==> src/rtl/mem_pkg.sv <==
// mem_pkg: shared widths, arbiter FSM state type and default access timeout
package mem_pkg;
    localparam int WIDTH       = 32;
    localparam int ADDR_WIDTH  = 8;
    localparam int DEF_TIMEOUT = 64;
    typedef enum logic {IDLE, BUSY} arb_state_e;
endpackage

==> src/rtl/mem_rr_arbiter_rr_pick.sv <==
// rr_pick: rotating-priority select of the first set request at or above ptr
module rr_pick #(
    parameter int N = 4
) (
    input  logic [N-1:0]         req,
    input  logic [$clog2(N)-1:0] ptr,
    output logic [$clog2(N)-1:0] idx,
    output logic                 any
);
    localparam int W = $clog2(N);
    // scan offsets from far to near so the nearest set bit wins
    always_comb begin
        idx = '0;
        for (int k = N - 1; k >= 0; k--)
            if (req[(int'(ptr) + k) % N]) idx = W'((int'(ptr) + k) % N);
    end
    assign any = |req;
endmodule

==> src/rtl/mem_rr_arbiter.sv <==
// mem_rr_arbiter: round-robin arbiter of NUM_REQ requesters onto one memory port.
// Define MEM_ARB_TIMEOUT_EN to add a TIMEOUT-cycle access watchdog with an err output.
module mem_rr_arbiter #(
    parameter int NUM_REQ    = 4,
    parameter int WIDTH      = mem_pkg::WIDTH,
    parameter int ADDR_WIDTH = mem_pkg::ADDR_WIDTH
`ifdef MEM_ARB_TIMEOUT_EN
    ,
    parameter int TIMEOUT    = mem_pkg::DEF_TIMEOUT
`endif
) (
    input  logic                          clk,
    input  logic                          res,
    input  logic [NUM_REQ-1:0]            rq_valid,
    input  logic [NUM_REQ-1:0]            rq_wr_rd,
    input  logic [NUM_REQ*ADDR_WIDTH-1:0] rq_addr,
    input  logic [NUM_REQ*WIDTH-1:0]      rq_wdata,
    output logic [NUM_REQ-1:0]            rq_ready,
    output logic [WIDTH-1:0]              rq_rdata,
    output logic                          valid,
    output logic                          wr_rd,
    output logic [ADDR_WIDTH-1:0]         addr,
    output logic [WIDTH-1:0]              wdata,
    input  logic [WIDTH-1:0]              rdata,
    input  logic                          ready,
    output logic [$clog2(NUM_REQ)-1:0]    grant_id
`ifdef MEM_ARB_TIMEOUT_EN
    ,
    output logic                          err
`endif
);
    import mem_pkg::*;
    localparam int GW = $clog2(NUM_REQ);

    arb_state_e state, state_n;
    logic [GW-1:0] ptr, win, ptr_nxt;
    logic [NUM_REQ-1:0] elig;
    logic any, done, tmo, fin;

    // a requester is not eligible in its own completion cycle
    assign elig = rq_valid & ~rq_ready;

    rr_pick #(.N(NUM_REQ)) u_pick (
        .req(elig),
        .ptr(ptr),
        .idx(win),
        .any(any)
    );

`ifdef MEM_ARB_TIMEOUT_EN
    localparam int CW = $clog2(TIMEOUT + 1);
    logic [CW-1:0] cnt;
    assign tmo = state == BUSY && !ready && cnt == CW'(TIMEOUT - 1);
    always_ff @(posedge clk) begin
        if (res) begin
            cnt <= '0;
            err <= 1'b0;
        end else begin
            cnt <= state == BUSY && !ready ? cnt + 1'b1 : '0;
            err <= tmo;
        end
    end
`else
    assign tmo = 1'b0;
`endif

    assign done    = state == BUSY && ready;
    assign fin     = done || tmo;
    assign ptr_nxt = grant_id == GW'(NUM_REQ - 1) ? '0 : grant_id + 1'b1;

    always_comb begin
        state_n = state;
        state_n = state == IDLE ? (any ? BUSY : IDLE) : (fin ? IDLE : BUSY);
    end

    always_ff @(posedge clk) begin
        if (res) state <= IDLE;
        else state <= state_n;
    end

    always_ff @(posedge clk) begin
        if (res) begin
            ptr      <= '0;
            grant_id <= '0;
            valid    <= 1'b0;
            wr_rd    <= 1'b0;
            addr     <= '0;
            wdata    <= '0;
            rq_ready <= '0;
            rq_rdata <= '0;
        end else begin
            rq_ready <= '0;
            if (state == IDLE && any) begin
                grant_id <= win;
                valid    <= 1'b1;
                wr_rd    <= rq_wr_rd[win];
                addr     <= rq_addr[int'(win)*ADDR_WIDTH +: ADDR_WIDTH];
                wdata    <= rq_wdata[int'(win)*WIDTH +: WIDTH];
            end
            if (fin) begin
                valid              <= 1'b0;
                rq_ready[grant_id] <= 1'b1;
                ptr                <= ptr_nxt;
                if (done && !wr_rd) rq_rdata <= rdata;
                else if (!done) rq_rdata <= '0;
            end
        end
    end
endmodule

==> config.mk <==
export PLATFORM = sky130hd
export DESIGN_NAME = mem_rr_arbiter
export DESIGN_NICKNAME = d
export VERILOG_FILES = /design/src/rtl/mem_pkg.sv /design/src/rtl/mem_rr_arbiter_rr_pick.sv /design/src/rtl/mem_rr_arbiter.sv
export SDC_FILE = /design/constraint.sdc
export NUM_CORES = 1
export LEC_CHECK = 0
export BUFFER_PORTS_ARGS = -buffer_cell sky130_fd_sc_hd__buf_4
export CAP_MARGIN = 10
export CORE_AREA = 2 2 110 112
export CTS_CLUSTER_DIAMETER = 150
export DETAILED_ROUTE_END_ITERATION = 7
export DIE_AREA = 0 0 112 114
export PLACE_DENSITY = 0.76
export SYNTH_ARGS = -nofsm -noshare
export SYNTH_HDL_FRONTEND = slang
export SYNTH_SLANG_ARGS = --single-unit
==> constraint.sdc <==
create_clock -name clk -period 3.27 [get_ports clk]
set_input_delay 0.654 -clock clk [delete_from_list [all_inputs] [get_ports clk]]
set_output_delay 0.654 -clock clk [all_outputs]
set_load 0.005 [all_outputs]
==> flow_summary.ini <==
[sta]
rsz0062_at_grt = false
whs_ns = 0.4552
tightestPinTransition_ns = 1.038
setup_slack_ns = 0.8273
slew-limit-headroom = 0.3081
fin_skew_ns = 0.01116
finalSetupViolations = 0
clock.fmax_ghz = 0.4094
period_share = 0.7470
drv_slew = 0
fin_crit_ns = 2.443
finalHoldViolations = 0
setup_tns_ns = 0

[power]
switching_share = 0.2931
power_leakage_nw = 3.448
p_seq_frac = 0.376
switchingPower_w = 0.0009037
clkPwrFrac = 0.340
p_comb_frac = 0.284
p_int_w = 0.002180
p_per_area_nw_per_um2 = 428.9
peakVddDrop_v = 0.0002542

[clock_tree]
max-clock-path-buffers = 2
cts_tree = yes
cts_resized = 0
htreeDepth = 3
cts_made_buffers = 9
post_cts_buffers = 0
cts.clk_slew.worst_paths_ns = 0.07
postCtsHoldBufs = 0
cts_root_buf = clkbuf_16
cts.sinks = 83
clk_latency_ns = 0.33

[worst_setup_path]
max_stage_delay_ns = 0.52
endpoint_kind = flop
critPathSlowestCell = nand2_1
crit_required_ns = 3.48
crit_type = reg -> reg
crit_chain = buf_4, nor3b_2, nor2_1, o22ai_1, nand2_1, a221oi_1, a31oi_1
crit_buf_inv = 1
cp.arrival_ns = 2.65
reg2regPathDepth = 7
path_delay_family = compound AO/OA/AOI/OAI gates
path_max_fanout = 26
critPathLaunchType = flop
crit_cells = 7

[grt]
antenna_found_initial = 0
grt_max_degree = 47
track_usage = 0.2555
grt_pass1_vias = 5280
gr-total-overflow = 0
grt_pass1_wl_mm = 26.32

[synthesis]
synth_top_area_share = 0.3526
yosysWarningCount = 0
postSynthAreaPerCell_um2 = 8.630
syn-num-nets = 753
synth-edff-count = 0
yosys-top-cells-area = dfxtp_1, mux2i_1, nand3b_1, nand2_1, a211o_1
ys.flop_type = dfxtp_1
yosysUniqueCellTypes = 43
ys_ff_latch = 83
synth_most_common_cell = dfxtp_1
yosys.area.top_type = dfxtp_1
syn_inst = 546
seq_area_frac_synth = 0.3526
synthesis.area_um2 = 4712
synth_common_cells = dfxtp_1, nand2_1, mux2i_1, nand3b_1, a21oi_1
async_flop_share = 0

[final_layout]
antennaDiodeCount = 0
area_growth_pct = 52.60
post-route-util = 0.6140
layout-drive-gt1-share = 0.3970
finalNetCount = 1008

[detailed_routing]
vias = 5270
drtIter0Drc = 412
routedWlPerCell_um = 17.81
drc = 0
via_per_inst = 5.530
ant_nets = 0
first_pass_iters = 5
wirelength_mm = 16.97

[placed_design]
hpwl_mm = 12.65
place_congestion = 0.9203
pre_cts_ws_ns = 0.5773
io_buffers = 282

[outcome]
status = complete, no violations

[die]
die_h_um = 114
die_area_um2 = 12770
die_w_um = 112
start_util = 0.4024
coreArea_um2 = 11710
pin_count = 283
std_cell_rows = 40

[job]
max_cap_violations = 0

[min_path]
hp-class = reg -> reg
worstHoldPathCells = 2
cell usage in the layout (no fill, tap or decap), types with 6 or more instances in the layout:
cell type,instances
buf_4,294
dfxtp_1,83
nand2_1,70
mux2i_1,66
nand3b_1,48
a21oi_1,37
nor2_1,34
a211o_1,25
a31oi_1,25
nor2b_1,20
a221oi_1,16
o221ai_1,16
a22oi_1,9
clkbuf_16,9
and2_1,6
area by class of cell:
type	instances	area [um^2]
Multi-Input combinational cell	410	2803
Sequential cell	83	1662
Tap cell	147	183.9
Clock buffer	9	225.2
Timing Repair Buffer	295	2227
Fill cell	1000	4521
Inverter	2	7.507
Clock inverter	7	82.58
power groups by stage:
stage	Combinational, W	Clock [W]	Sequential, W
finish	0.000875	0.00105	0.00116
global route	0.000947	0.00111	0.00117
CTS	0.000879	0.00107	0.00116
detailed placement	0.000878	0	0.00118
global placement	0.000851	0	0.00118
floorplan	0.000439	0	0.00118
flip-flops by register name, summed over array words and instances (netlist names):
register / cells
valid: 1
rq_rdata: 32
wdata: 32
addr: 8
wr_rd: 1
grant_id: 2
state: 1
rq_ready: 4
ptr: 2
through the flow:
stage          area [um^2]  power, W  instances
3_3_place_gp          6883  0.002028        937
5_1_grt               7191  0.003227        953
6_report              7191  0.003084        953
4_1_cts               7191  0.003109        953
3_5_place_dp          6883  0.002059        937
2_1_floorplan         4712  0.001616        546
cells by family after synthesis:
group / share of synthesized area
buf+inv: 0.05364
compound gates: 0.2230
fa+ha+maj: 0.01062
flops: 0.3526
simple gates: 0.2199
mux: 0.1402
routing by layer:
layer | track usage | share of wire | vias to the layer above
li1 | - | - | 2522
met1 | 0.2730 | 0.37 | 2457
met2 | 0.4844 | 0.52 | 260
met3 | 0.05898 | 0.080 | 31
met4 | 0.1049 | 0.026 | 0
met5 | 0 | 0 | -
worst paths after layout:
check | start | to | slack (ns)
worst max-delay path | ptr[0] | wdata[0] | 0.83
worst min-delay path | rq_rdata[16] | rq_rdata[16] | 0.46
worst max register to register | ptr[0] | wdata[0] | 0.83
worst min register to register | rq_rdata[16] | rq_rdata[16] | 0.46
worst register-to-register path, delay by kind of cell (launching register included):
kind,cells,cell delay [ns]
simple gates,3,0.90
buf+inv,1,0.21
flops,1,0.30
compound gates,3,0.92
No activity file was read; power rests on OpenSTA's default activity.
